<file path="config.mk">
export PLATFORM = sky130hd
export DESIGN_NAME = auto_play_sequencer
export DESIGN_NICKNAME = d
export VERILOG_FILES = /design/src/rtl/auto_play_pkg.sv /design/src/rtl/frame_timer.sv /design/src/rtl/auto_play_sequencer.sv
export SDC_FILE = /design/constraint.sdc
export NUM_CORES = 1
export LEC_CHECK = 0
export BUFFER_PORTS_ARGS = -buffer_cell sky130_fd_sc_hd__buf_2
export CAP_MARGIN = 10
export CORE_MARGIN = 2
export CORE_UTILIZATION = 55
export DETAILED_ROUTE_END_ITERATION = 8
export PLACE_DENSITY = 0.69
export SYNTH_ARGS = -nofsm -noshare
export SYNTH_HDL_FRONTEND = slang
export SYNTH_SLANG_ARGS = --single-unit
</file>
<file path="constraint.sdc">
create_clock -name clk_pix -period 3.3 [get_ports clk_pix]
set_clock_uncertainty 0.2 [all_clocks]
set_input_delay 0.33 -clock clk_pix [delete_from_list [all_inputs] [get_ports clk_pix]]
set_output_delay 0.33 -clock clk_pix [all_outputs]
set_load 0.02 [all_outputs]
</file>
<file path="src/rtl/auto_play_pkg.sv">
// Shared types, default frame timings and helpers for the attract/soak-test auto player.
package auto_play_pkg;

    typedef enum logic [3:0] {
        ST_IDLE      = 4'd0,
        ST_DELAY     = 4'd1,
        ST_COIN      = 4'd2,
        ST_GAP1      = 4'd3,
        ST_START     = 4'd4,
        ST_GAP2      = 4'd5,
        ST_THROW_ON  = 4'd6,
        ST_THROW_OFF = 4'd7,
        ST_DONE      = 4'd8
    } state_e;

    typedef struct packed {
        logic coin_n;
        logic start_n;
        logic throw_n;
        logic busy;
        logic done;
    } drive_t;

    localparam drive_t DRIVE_IDLE = '{coin_n: 1'b1, start_n: 1'b1, throw_n: 1'b1,
                                      busy: 1'b0, done: 1'b0};

    localparam int DEF_CNT_W        = 8;
    localparam int DEF_DELAY_FR     = 120;
    localparam int DEF_COIN_FR      = 4;
    localparam int DEF_GAP_FR       = 30;
    localparam int DEF_START_FR     = 4;
    localparam int DEF_THROW_ON_FR  = 3;
    localparam int DEF_THROW_OFF_FR = 20;
    localparam int DEF_NUM_THROWS   = 16;

    // Width of the throws counter: enough to hold NUM_THROWS, never narrower than one bit.
    function automatic int throws_width(input int n);
        int w;
        w = $clog2(n + 1);
        return (w < 1) ? 1 : w;
    endfunction

    function automatic bit frames_ok(input int fr, input int cnt_w);
        return (fr >= 1) && (fr < (1 << cnt_w));
    endfunction

    function automatic logic is_timed(input state_e s);
        return !((s == ST_IDLE) || (s == ST_DONE));
    endfunction

endpackage

</file>
<file path="src/rtl/frame_timer.sv">
// Loadable frame down-counter: expires on a tick that arrives while the count is already zero.
module frame_timer #(
    parameter int CNT_W = 8
) (
    input  logic             i_clk,
    input  logic             i_rst_n,
    input  logic             i_load,
    input  logic [CNT_W-1:0] i_load_val,
    input  logic             i_tick,
    output logic             o_expired
);

    logic [CNT_W-1:0] r_count;

    always_ff @(posedge i_clk or negedge i_rst_n) begin
        if (!i_rst_n) begin
            r_count <= '0;
        end else if (i_load) begin
            r_count <= i_load_val;
        end else if (i_tick && (r_count != '0)) begin
            r_count <= r_count - 1'b1;
        end
    end

    assign o_expired = i_tick && (r_count == '0);

endmodule

</file>
<file path="src/rtl/auto_play_sequencer.sv">
// Frame-timed auto player: wait, coin, start, then periodic throws, aborting on enable drop or player input.
module auto_play_sequencer
    import auto_play_pkg::*;
#(
    parameter int CNT_W        = DEF_CNT_W,
    parameter int DELAY_FR     = DEF_DELAY_FR,
    parameter int COIN_FR      = DEF_COIN_FR,
    parameter int GAP_FR       = DEF_GAP_FR,
    parameter int START_FR     = DEF_START_FR,
    parameter int THROW_ON_FR  = DEF_THROW_ON_FR,
    parameter int THROW_OFF_FR = DEF_THROW_OFF_FR,
    parameter int NUM_THROWS   = DEF_NUM_THROWS
) (
    input  logic clk_pix,
    input  logic reset_n,
    input  logic enable,
    input  logic frame_tick,
    input  logic player_active,
    output logic auto_coin_n,
    output logic auto_start_n,
    output logic auto_throw_n,
    output logic busy,
    output logic done
);

    localparam int TW = throws_width(NUM_THROWS);

    if (!frames_ok(DELAY_FR, CNT_W) || !frames_ok(COIN_FR, CNT_W) ||
        !frames_ok(GAP_FR, CNT_W) || !frames_ok(START_FR, CNT_W) ||
        !frames_ok(THROW_ON_FR, CNT_W) || !frames_ok(THROW_OFF_FR, CNT_W) ||
        (NUM_THROWS < 0)) begin : g_bad_params
        $error("auto_play_sequencer: frame counts must lie in [1, 2**CNT_W-1], NUM_THROWS >= 0");
    end

    state_e           r_state;
    state_e           w_state_next;
    drive_t           r_drive;
    drive_t           w_drive_next;
    logic [TW-1:0]    r_throws;
    logic [TW-1:0]    w_throws_inc;
    logic             w_tick;
    logic             w_expired;
    logic             w_load;
    logic [CNT_W-1:0] w_load_val;
    logic             w_last_throw;

    function automatic logic [CNT_W-1:0] phase_len(input state_e s);
        logic [CNT_W-1:0] len;
        case (s)
            ST_DELAY:     len = CNT_W'(DELAY_FR - 1);
            ST_COIN:      len = CNT_W'(COIN_FR - 1);
            ST_GAP1:      len = CNT_W'(GAP_FR - 1);
            ST_START:     len = CNT_W'(START_FR - 1);
            ST_GAP2:      len = CNT_W'(GAP_FR - 1);
            ST_THROW_ON:  len = CNT_W'(THROW_ON_FR - 1);
            ST_THROW_OFF: len = CNT_W'(THROW_OFF_FR - 1);
            default:      len = '0;
        endcase
        return len;
    endfunction

    // Ticks only count in timed states; the tick that causes a transition is consumed by the old state.
    assign w_tick       = frame_tick && is_timed(r_state);
    assign w_load       = (w_state_next != r_state);
    assign w_load_val   = phase_len(w_state_next);
    assign w_throws_inc = r_throws + 1'b1;
    assign w_last_throw = (NUM_THROWS != 0) && (w_throws_inc == TW'(NUM_THROWS));

    frame_timer #(
        .CNT_W(CNT_W)
    ) u_timer (
        .i_clk      (clk_pix),
        .i_rst_n    (reset_n),
        .i_load     (w_load),
        .i_load_val (w_load_val),
        .i_tick     (w_tick),
        .o_expired  (w_expired)
    );

    always_ff @(posedge clk_pix or negedge reset_n) begin
        if (!reset_n) begin
            r_state  <= ST_IDLE;
            r_drive  <= DRIVE_IDLE;
            r_throws <= '0;
        end else begin
            r_state <= w_state_next;
            r_drive <= w_drive_next;
            if (w_state_next == ST_IDLE) begin
                r_throws <= '0;
            end else if ((NUM_THROWS != 0) && (r_state == ST_THROW_ON) &&
                         (w_state_next != ST_THROW_ON)) begin
                r_throws <= w_throws_inc;
            end
        end
    end

    always_comb begin
        w_state_next = r_state;
        if (!enable) begin
            w_state_next = ST_IDLE;
        end else if (player_active && is_timed(r_state)) begin
            w_state_next = ST_IDLE;
        end else begin
            case (r_state)
                ST_IDLE:      if (!player_active) w_state_next = ST_DELAY;
                ST_DELAY:     if (w_expired) w_state_next = ST_COIN;
                ST_COIN:      if (w_expired) w_state_next = ST_GAP1;
                ST_GAP1:      if (w_expired) w_state_next = ST_START;
                ST_START:     if (w_expired) w_state_next = ST_GAP2;
                ST_GAP2:      if (w_expired) w_state_next = ST_THROW_ON;
                ST_THROW_ON: begin
                    if (w_expired) begin
                        w_state_next = w_last_throw ? ST_DONE : ST_THROW_OFF;
                    end
                end
                ST_THROW_OFF: if (w_expired) w_state_next = ST_THROW_ON;
                ST_DONE:      w_state_next = ST_DONE;
                default:      w_state_next = ST_IDLE;
            endcase
        end
    end

    // Decoding the next state lets the registered outputs move on the same edge as the state.
    always_comb begin
        w_drive_next      = DRIVE_IDLE;
        w_drive_next.busy = is_timed(w_state_next);
        case (w_state_next)
            ST_COIN:     w_drive_next.coin_n  = 1'b0;
            ST_START:    w_drive_next.start_n = 1'b0;
            ST_THROW_ON: w_drive_next.throw_n = 1'b0;
            ST_DONE:     w_drive_next.done    = 1'b1;
            default:     ;
        endcase
    end

    assign auto_coin_n  = r_drive.coin_n;
    assign auto_start_n = r_drive.start_n;
    assign auto_throw_n = r_drive.throw_n;
    assign busy         = r_drive.busy;
    assign done         = r_drive.done;

endmodule

</file>
==> run_results.csv <==
group,metric,value,unit
layout,final_common_cell,"nor2_1",
synthesis,synth_cells,160,
worst_setup_path,cp_slowest_cell,"dfrtp_1",
detailed_routing,via_per_inst,6.24,
hold_path,hp-start,"enable",
placement,place.port_buffers,9,
worst_setup_path,r2r_start,"u_timer.r_count[0]",
clock_network,clockBufferDepth,2,
synthesis,synthArstFlopShare,1.00,
grt,grt_pass1_wl,5510,um
synthesis,synth_top_area_frac,0.310,
grt,antenna_found_initial,0,
layout,drive_above_1_share,0.267,
floorplanning,rows,19,
floorplanning,ioPinCount,10,
detailed_routing,drcViolationCount,0,
clock_network,clkSinkCount,22,
floorplanning,core,2710,sq um
synthesis,synth_area_leaders,"dfrtp_1 31%, dfstp_2 5.1%, nor2_1 5.1%",
placement,place_ws,0.0924,ns
synthesis,yosysSeqAreaShare,0.361,
clock_network,clk-insertion-delay-late,0.32,ns
floorplanning,die_h,56.8,um
detailed_routing,drt_pass1_iterations,4,
grt,grt_max_degree,23,
layout,nets,185,
clock_network,clk_pin_slew_worst_paths,0.13,ns
floorplanning,initial_utilization,0.566,
worst_setup_path,rr_worst_depth,11,
worst_setup_path,crit_cells,11,
layout,fin_util,0.608,
detailed_routing,antenna_left,0,
grt,grt_usage,0.218,
sta,setup_viol,0,
layout,final_cell_mix,"21 x nor2_1, 19 x dfrtp_1, 13 x nand2_1",
worst_setup_path,crit_start,"u_timer.r_count[0]",
grt,grt_overflow_total,0,
sta,max_freq,0.319,GHz
clock_network,tritoncts,"yes",
synthesis,synth_nets,168,
worst_setup_path,required,3.33,ns
worst_setup_path,crit_chain,"inv_1 -> ha_1 -> nor3b_1 -> nand4_1 -> o31ai_2 -> a21oi_2 -> a221o_1 -> o221ai_4 -> buf_4 -> o21ai_2 -> o32ai_2",
sta,worst_slack,0.162,ns
synthesis,synth-seq-cells,22,
layout,fillers,245,
sta,setup_tns,0,ns
floorplanning,die_x,56.8,um
synthesis,ys.flop_type,"dfrtp_1",
clock_network,cts_root_buf,"clkbuf_4",
clock_network,h-tree-depth,1,
pwr,p_per_area,483,nW/um^2
synthesis,synth_area,1530,sq um
sta,tightest_slew,0.659,ns
worst_setup_path,crit_arrival,3.17,ns
run,maxCapViolCount,0,
worst_setup_path,crit_fanout,7,
worst_setup_path,crit_path_end_kind,"flip-flop",
placement,hpwl,2390,um
synthesis,ys_types,53,
sta,relSlewSlack,0.557,
layout,finalInstanceArea,1650,sq um
sta,period_share,0.951,
sta,slew_violations,0,
detailed_routing,drt_first_iter_violations,91,
layout,area_growth,7.34,%
placement,routabilityCongestion,0.851,
detailed_routing,num_vias,1292,
outcome,status,"finished clean",
worst_setup_path,cpLargestDelayFamily,"compound AO/OA/AOI/OAI gates",
synthesis,syn_area_per_cell,9.59,sq um
worst_setup_path,cp-start-kind,"flip-flop",
placement,dpl-instance-area,1560,sq um
floorplanning,dieArea,3230,sq um
sta,hold_violations,0,
synthesis,yosysTopAreaCell,"dfrtp_1",
sta,min_period,3.14,ns
worst_setup_path,crit_type,"reg -> reg",
worst_setup_path,max_stage_delay,0.43,ns
hold_path,min_path_cells,4,
layout,n_antenna_cell,0,
worst_setup_path,crit_buf_inv,2,
synthesis,synth-edff-count,0,
pwr,p_leak,0.697,nW
clock_network,cts-buffers-inserted,3,
grt,first_global_vias,1207,
hold_path,min_path_type,"in -> reg",
synthesis,yosys_warnings,0,
pwr,ir_drop,0.432,mV
detailed_routing,wl_per_cell,16.2,um
detailed_routing,postRouteWirelength,3350,um
sta,whs,0.261,ns
==> routing by layer <==
layer,routed length [um],vias to the layer above,share of wire,track usage
li1,-,609,-,-
met1,1480,631,0.44,0.293
met2,1640,45,0.49,0.350
met3,179,7,0.053,0.0415
met4,54,0,0.016,0.0797
met5,0,-,0,0
==> timing repair <==
| action | 4_1_cts | 5_1_grt |
|---|---|---|
| endpoints found under the setup margin | 0 | 4 |
| hold buffers | 1 | 0 |
| setup buffers | 0 | 4 |
| hold endpoints to repair | 19 | 0 |
| resized for setup | 0 | 1 |
==> synth_stat cells, types with 2 or more instances <==
library cell	number
nand3_1	6
xor2_1	4
nand3b_1	2
ha_1	3
nand2b_1	2
a311o_1	2
nand2_1	13
inv_1	9
dfrtp_1	19
buf_6	2
nor3_1	7
o21ai_0	4
a21oi_1	9
nor2_1	21
a211oi_1	3
a21oi_2	2
clkbuf_8	5
xnor2_1	7
dfstp_2	3
nand4_1	4
==> where the power goes <==
group | switching [mW] | internal, mW | total, mW | leakage [nW]
registers | 0.0620 | 0.310 | 0.372 | 0.284
logic | 0.141 | 0.125 | 0.267 | 0.392
clock network | 0.0881 | 0.0676 | 0.156 | 0.0210
==> area by class of cell <==
| cell class | count | area (sq um) | area share |
|---|---|---|---|
| flip-flops and latches | 22 | 554 | 0.337 |
| well taps | 31 | 38.8 | 0.0236 |
| multi-input cells | 122 | 861 | 0.523 |
| repair buffers | 19 | 123 | 0.0745 |
| inverters | 9 | 33.8 | 0.0205 |
| clock buffers | 4 | 36.3 | 0.0220 |
==> logic make-up (layout without fill, tap and decap cells) <==
group / after synthesis / after routing / share of synthesized area
buffers and inverters: 16 / 32 / 0.0816
AND/OR/NAND/NOR: 67 / 67 / 0.238
XOR/XNOR: 11 / 11 / 0.0628
AO/OA/AOI/OAI: 40 / 40 / 0.225
adder cells (fa/ha/maj): 3 / 3 / 0.0245
flip-flops: 22 / 22 / 0.361
multiplexers: 1 / 1 / 0.00653
==> stage by stage <==
| step | power [mW] | cells |
|---|---|---|
| 6_report | 0.795 | 207 |
| 3_5_place_dp | 0.623 | 198 |
| 4_1_cts | 0.777 | 203 |
| 3_3_place_gp | 0.608 | 198 |
| 5_1_grt | 0.846 | 207 |
| 2_1_floorplan | 0.570 | 160 |
==> sequential cells by signal (all words and copies together), names as in the netlist <==
name             flops
r_state              4
done                 1
auto_throw_n         1
auto_start_n         1
busy                 1
u_timer.r_count      8
r_throws             5
auto_coin_n          1
==> final timing paths <==
kind	slack [ns]	end
max in group asynchronous	2.25	auto_start_n
setup reg to reg	0.16	u_timer.r_count[1]
setup / recovery	0.16	u_timer.r_count[1]
hold / removal	0.26	done
min in group asynchronous	0.29	r_state[3]
hold reg to reg	0.37	u_timer.r_count[7]
==> worst reg2reg max path, delay by kind of cell, from the launching register on <==
| kind | cells | cell delay [ns] |
|---|---|---|
| compound gates | 6 | 1.35 |
| simple gates | 2 | 0.61 |
| buf+inv | 2 | 0.31 |
| flops | 1 | 0.43 |
| fa+ha+maj | 1 | 0.15 |
Note: power is estimated with default switching activity, not from simulation.
